--- src/rtl/tx_dpdm.sv ---
// tx_dpdm: USB D+/D- line transmitter.
// A start request puts SYNC (KJKJKJKK) on the bus. The packet bits follow,
// one per cycle, with 1 driven as J and 0 as K. The bits arrive already
// NRZI-encoded and bit-stuffed. The packet ends with EOP (SE0, SE0, J), and
// then the bus is released.
//
// Ports:
//   clk        clock
//   rst_n      asynchronous active-low reset
//   start      packet request, sampled only in IDLE
//   s_in       packet bit (1 -> J, 0 -> K)
//   s_valid    s_in is valid
//   s_last     s_in is the final packet bit
//   s_ready    a bit is accepted on an edge where s_valid & s_ready
//   bus_out    line state: J=2'b10, K=2'b01, SE0=2'b00 (registered)
//   bus_en     drive bus_out onto D+/D- (registered)
//   busy       state != IDLE
//   complete   one-cycle pulse after the bus is released (registered)
//   pkt_error  qualifies complete: underrun or truncation (registered)
//
// state | meaning
// IDLE  | bus released, waiting for start
// SYNC  | driving SYNC symbols 1..7
// DATA  | accepting packet bits
// EOP1  | first SE0 of EOP
// EOP2  | second SE0 (an underrun abort enters here directly)
// EOPJ  | trailing J of EOP
// REL   | release bus, pulse complete
module tx_dpdm #(
  parameter int MAX_BITS = 88
) (
  input  logic       clk,
  input  logic       rst_n,
  input  logic       start,
  input  logic       s_in,
  input  logic       s_valid,
  input  logic       s_last,
  output logic       s_ready,
  output logic [1:0] bus_out,
  output logic       bus_en,
  output logic       busy,
  output logic       complete,
  output logic       pkt_error
);

  localparam int CW = $clog2(MAX_BITS + 1);

  localparam logic [1:0] SYM_J = 2'b10;
  localparam logic [1:0] SYM_K = 2'b01;
  localparam logic [1:0] SYM_X = 2'b00;

  typedef enum logic [2:0] {
    IDLE = 3'd0,
    SYNC = 3'd1,
    DATA = 3'd2,
    EOP1 = 3'd3,
    EOP2 = 3'd4,
    EOPJ = 3'd5,
    REL  = 3'd6
  } state_t;

  state_t        state_q, state_d;
  logic [2:0]    idx_q, idx_d;
  logic [CW-1:0] cnt_q, cnt_d;
  logic          err_q, err_d;
  logic [1:0]    bus_q, bus_d;
  logic          en_q, en_d;
  logic          complete_q, complete_d;
  logic          pkt_error_q, pkt_error_d;

  logic          last_slot;
  logic [1:0]    sync_sym;

  // The SYNC pattern KJKJKJKK has J only at positions 1, 3 and 5.
  assign sync_sym  = (idx_q == 3'd1 || idx_q == 3'd3 || idx_q == 3'd5) ? SYM_J : SYM_K;
  assign last_slot = (cnt_q == CW'(MAX_BITS - 1));

  // State register
  always_ff @(posedge clk or negedge rst_n) begin
    if (!rst_n) begin
      state_q     <= IDLE;
      idx_q       <= '0;
      cnt_q       <= '0;
      err_q       <= 1'b0;
      bus_q       <= SYM_J;
      en_q        <= 1'b0;
      complete_q  <= 1'b0;
      pkt_error_q <= 1'b0;
    end else begin
      state_q     <= state_d;
      idx_q       <= idx_d;
      cnt_q       <= cnt_d;
      err_q       <= err_d;
      bus_q       <= bus_d;
      en_q        <= en_d;
      complete_q  <= complete_d;
      pkt_error_q <= pkt_error_d;
    end
  end

  // Next-state logic
  always_comb begin
    state_d = state_q;
    unique case (state_q)
      IDLE: if (start) state_d = SYNC;
      SYNC: if (idx_q == 3'd7) state_d = DATA;
      DATA: begin
        if (!s_valid)                 state_d = EOP2;
        else if (s_last || last_slot) state_d = EOP1;
      end
      EOP1: state_d = EOP2;
      EOP2: state_d = EOPJ;
      EOPJ: state_d = REL;
      REL:  state_d = IDLE;
      default: state_d = IDLE;
    endcase
  end

  // Output / datapath logic (values loaded at the next edge)
  always_comb begin
    bus_d       = bus_q;
    en_d        = en_q;
    idx_d       = idx_q;
    cnt_d       = cnt_q;
    err_d       = err_q;
    complete_d  = 1'b0;
    pkt_error_d = 1'b0;
    unique case (state_q)
      IDLE: begin
        bus_d = SYM_J;
        en_d  = 1'b0;
        if (start) begin
          bus_d = SYM_K;
          en_d  = 1'b1;
          idx_d = 3'd1;
        end
      end
      SYNC: begin
        bus_d = sync_sym;
        idx_d = idx_q + 3'd1;
        if (idx_q == 3'd7) cnt_d = '0;
      end
      DATA: begin
        if (s_valid) begin
          bus_d = s_in ? SYM_J : SYM_K;
          cnt_d = cnt_q + CW'(1);
          if (!s_last && last_slot) err_d = 1'b1;
        end else begin
          // Underrun: the SE0 loaded here plus EOP2 gives a 2-cycle SE0 abort.
          bus_d = SYM_X;
          err_d = 1'b1;
        end
      end
      EOP1: bus_d = SYM_X;
      EOP2: bus_d = SYM_X;
      EOPJ: bus_d = SYM_J;
      REL: begin
        bus_d       = SYM_J;
        en_d        = 1'b0;
        complete_d  = 1'b1;
        pkt_error_d = err_q;
        err_d       = 1'b0;
      end
      default: begin
        bus_d = SYM_J;
        en_d  = 1'b0;
      end
    endcase
  end

  assign s_ready   = (state_q == DATA);
  assign busy      = (state_q != IDLE);
  assign bus_out   = bus_q;
  assign bus_en    = en_q;
  assign complete  = complete_q;
  assign pkt_error = pkt_error_q;

endmodule

--- config.mk ---
export PLATFORM = sky130hd
export DESIGN_NAME = tx_dpdm
export DESIGN_NICKNAME = d
export VERILOG_FILES = /design/src/rtl/tx_dpdm.sv
export SDC_FILE = /design/constraint.sdc
export NUM_CORES = 1
export LEC_CHECK = 0
export ABC_AREA = 1
export CAP_MARGIN = 20
export CORE_ASPECT_RATIO = 0.6
export CORE_UTILIZATION = 40
export DETAILED_ROUTE_END_ITERATION = 10
export GPL_TIMING_DRIVEN = 0
export PLACE_DENSITY = 0.65
export SLEW_MARGIN = 20
export SYNTH_ARGS = -nofsm -noshare
export SYNTH_HDL_FRONTEND = slang
export SYNTH_SLANG_ARGS = --single-unit
--- constraint.sdc ---
create_clock -name clk -period 1.6 [get_ports clk]
set_clock_uncertainty 0.2 [all_clocks]
set_input_delay 0.32 -clock clk [delete_from_list [all_inputs] [get_ports clk]]
set_output_delay 0.32 -clock clk [all_outputs]
set_load 0.03 [all_outputs]
# After elaboration in Yosys (flattened, before gate mapping)
# Cells that the tools add are included.
# W data, S select, Z words.
# op_classes
n_addsub,2
eq_ne,16
n_mux,21
n_reduce_logical,16
# op_table
op,n
$pmux W3 S6,1
$eq A3 B3 Y1 const B,5
$mux W7,2
$pmux W7 S2,1
$mux W3,4
$eq A3 B2 Y1 const B,3
$mux W2,4
$pmux W2 S4,1
$add A7 B1 Y7 const B,1
$eq A7 B7 Y1 const B,1
$eq A3 B1 Y1 const B,2
$ne A2 B2 Y1 const B,3
$ne A3 B2 Y1 const B,2
$pmux W3 S2,1
$reduce_and A3 Y1,2
$reduce_bool A2 Y1,3
$mux W1,5
$reduce_or A5 Y1,1
$pmux W1 S2,2
$reduce_and A2 Y1,2
$add A3 B1 Y3 const B,1
$logic_not A3 Y1,1
$logic_or A1 B1 Y1,3
$reduce_bool A3 Y1,1
3 further kinds,3
# totals
elab_cells,63
input_bits,6
reg_bits,19
output_inout_bits,7

# Logic depth before layout (Yosys ltp)
# logic_depth
word_depth,5
depth_mapped,8
mapped_depth_nobuf,8

# Worst setup path before layout
# OpenSTA, ideal clock, no wires.
# synth_path
path_kind,register -> register
start,register state_q[2]
end,register cnt_q[3]
slack_ps,25
period_less_slack_ps,1575
t_required_ps,1317
t_arrival_ps,1292
stages_incl_launch_ff,6
n_path_buf,0
setup_time_ps,83
path_cell_list,dfrtp_1 -> inv_2 -> nand2_2 -> nor2_2 -> nand3_1 -> o21ai_0
# synth_via
elab_chain_cells,3
elab_cells_between_ends,7
classes_between,eq/ne: 4; mux: 1; reduce/logical: 2
# synth_lines
item,line_no,source
start: declaration,62,"state_t state_q, state_d;"
start signal: assignment,90,state_q <= state_d;
$eq A3 B2 Y1 *,n/a,
net s_ready,38,"output logic s_ready,"
$ne A2 B2 Y1 (no line) or $reduce_bool A2 Y1 (tied branches),n/a,
$reduce_and A3 Y1 (no line),n/a,
end signal: assignment,92,cnt_q <= cnt_d;
end: declaration,64,"logic [CW-1:0] cnt_q, cnt_d;"
# The timed path passes the listed nets; every way through them passes the cells marked *.
# A chain may end at the register's enable or synchronous reset.

# Worst setup path in the final report
# layout_path
start,register state_q[2]
end,output port s_ready
# layout_via
elab_chain_cells,1
# layout_lines
item,line_no,source
$eq A3 B2 Y1,171,assign s_ready = (state_q == DATA);
end: declaration,38,
# No other way between the ends.

==> out/qor.yml <==
die-area_mm2: 0.00278
end_kind: "output port"
grt_first_pass_wirelength_mm: 3.62
cpPeakStageDelay_ps: 470
max-cap-violations: 0
p_sw_share_pct: 42.0
track_usage_pct: 19.1
ys_seq_area_share_pct: 46.4
cp.required_ps: 1080
io_buffers: 12
path_cells: "inv_4 > nand2_4 > nor2_4 > buf_6"
cts_sinks: 19
fin_nets: 163
finalHoldViolCount: 0
start_util_pct: 44.8
path_clk_slew_ps: 70
tightest_slew_ps: 848
period_share_pct: 103
synth_ff_type: "dfrtp_1"
die_w_um: 67.5
die_h_um: 41.3
grt_pass1_vias: 809
fin_crit_ps: 1650
arrival_ps: 1130
viasPerCell: 5.01
ios: 13
async_flop_share_pct: 100
fmax_ghz: 0.607
drv_slew: 0
clk_path_buf_depth: 2
dr.first_iter.drc_count: 30
switchingPower_w: 0.000984
ys_warn_count: 0
cp_max_fo: 5
synth_edf_count: 0
wl_per_cell_um: 12.3
synthCells: 126
coreArea_mm2: 0.00229
clkPwrFrac_pct: 14.4
cp_slowest_cell: "dfrtp_2"
fillers: 196
layout-drive-gt1-share_pct: 27.2
ir_drop_v: 0.000775
holdWs_ps: 271
p_leak_nw: 0.623
drt_wl_total_mm: 2.22
status: "complete, but fails checks"
p_int_w: 0.00136
cts_tree: "yes"
antenna_cells: 0
synth_cell_type_count: 23
post_synth.cell_area_avg_um2: 8.16
htreeDepth: 1
place.gp.congestion: 0.769
hold_class: "flop to flop"
antenna_left: 0
startpoint_type: "flop"
cts_made_buffers: 3
fin_ws_ps: -46.2
overflow: 0
seq_power_share_pct: 31.6
worstSetupPathType: "flop to output port"
area_growth_pct: 31.6
std_cell_rows: 13
insertion_delay_ps: 260
synth_nets: 137
rsz0062_at_grt: "true"
p_per_area_mw_per_mm2: 1730
dp_hpwl_mm: 1.48
failed_checks: "negative setup slack"
drt_first_pass_iters: 4
cts-root-buf: "clkbuf_8"
grt_max_degree: 20
place_ws_ps: -658
comb_power_share_pct: 54.0
netlist_area_mm2: 0.00103
antenna_found_initial: 0
yosys_register_bits: 19
postCtsHoldBufs: 0
setup_viol: 2
slew_headroom_pct: 43.3
via_count: 907
drcViolationCount: 0
## sequential cells by signal, indices dropped and copies added, names as in the netlist
| signal | flops |
|---|---|
| complete | 1 |
| bus_out | 2 |
| state_q | 3 |
| pkt_error | 1 |
| bus_en | 1 |
| err_q | 1 |
| idx_q | 3 |
| cnt_q | 7 |
## critical path: cells and delay by family, from the launching register on
family | cells | cell delay [ps]
buffers and inverters | 2 | 240
DFF | 1 | 470
and+or+nand+nor | 2 | 160
## power groups by stage
stage | Sequential (W) | Clock, W | Combinational (W)
detailed placement | 0.000756 | 0 | 0.000969
global placement | 0.000748 | 0 | 0.000959
floorplan | 0.000818 | 0 | 0.000626
global route | 0.000758 | 0.000374 | 0.00141
finish | 0.000740 | 0.000337 | 0.00126
CTS | 0.000732 | 0.000347 | 0.00116
## per-stage QoR
stage / instances / TNS [ps] / power (W) / util, % / instance area [um2]
after global routing: 181 / -679 / 0.00254 / 59.0 / 1350
final: 181 / -88.6 / 0.00234 / 59.0 / 1350
after CTS: 179 / -144 / 0.00224 / 56.9 / 1310
after global placement: 168 / -2790 / 0.00171 / 51.7 / 1190
after detailed placement: 168 / -2790 / 0.00172 / 51.7 / 1190
after floorplan: 126 / 0 / 0.00144 / - / 1030
## cell families (layout without fill, tap and decap cells)
family	count (synthesis)	after routing	share of synthesized area [%]
flip-flops	19	19	46.4
adder cells (fa/ha/maj)	5	5	6.08
AND/OR/NAND/NOR	66	66	29.3
AO/OA/AOI/OAI	18	18	11.0
buffers and inverters	18	43	7.30
## layout by cell type, fill, tap and decap left out, types with 5 or more instances in the layout
| master | n |
|---|---|
| nand2_1 | 33 |
| dfrtp_1 | 14 |
| inv_1 | 13 |
| nand3_1 | 11 |
| o21ai_0 | 8 |
| buf_4 | 7 |
| nor2_1 | 6 |
| buf_6 | 5 |
| clkdlybuf4s50_1 | 5 |
## per-layer routing
| layer | routed length [um] | global-route usage [%] |
|---|---|---|
| met1 | 1080 | 24.5 |
| met2 | 1020 | 30.9 |
| met3 | 97 | 6.67 |
| met4 | 19 | 4.79 |
| met5 | 0 | 0 |
## synthesized netlist by cell type (2+ instances only)
library cell,count,area (um2)
o21ai_1,2,10.0
nand3_1,11,55.1
nand3b_1,2,15.0
or2_2,2,12.5
dfrtp_1,18,450
a21oi_1,2,10.0
nor2_4,2,22.5
o21ai_0,8,40.0
inv_1,15,56.3
ha_1,5,62.6
nand2_1,35,131
nor2_1,9,33.8
inv_2,2,7.51
nand2_2,3,18.8
o22ai_1,2,12.5
## final timing paths
path,start,cells after the start,to,slack (ps)
setup / recovery,state_q[2],4,s_ready,-50
hold / removal,err_q,2,err_q,270
setup reg to reg,state_q[1],7,cnt_q[6],10
hold reg to reg,err_q,2,err_q,270
max in group asynchronous,rst_n,1,cnt_q[0],270
min in group asynchronous,rst_n,1,bus_en,340
## what timing repair did
item                                    in CTS  in global routing
pin swaps                                    1                  4
gates resized for setup                     30                 15
cloned                                       1                  0
setup buffers                                6                  2
endpoints found under the setup margin      14                 14
## area by class of cell
class                   count  area [um2]  area share, %
plain buffers               1        11.3          0.832
clock buffers               4        45.0           3.33
flip-flops and latches     19         482           35.6
inverters                  17        66.3           4.90
well taps                  30        37.5           2.77
repair buffers             21         188           13.9
multi-input cells          89         524           38.7
No activity file was read; power rests on OpenSTA's default activity.
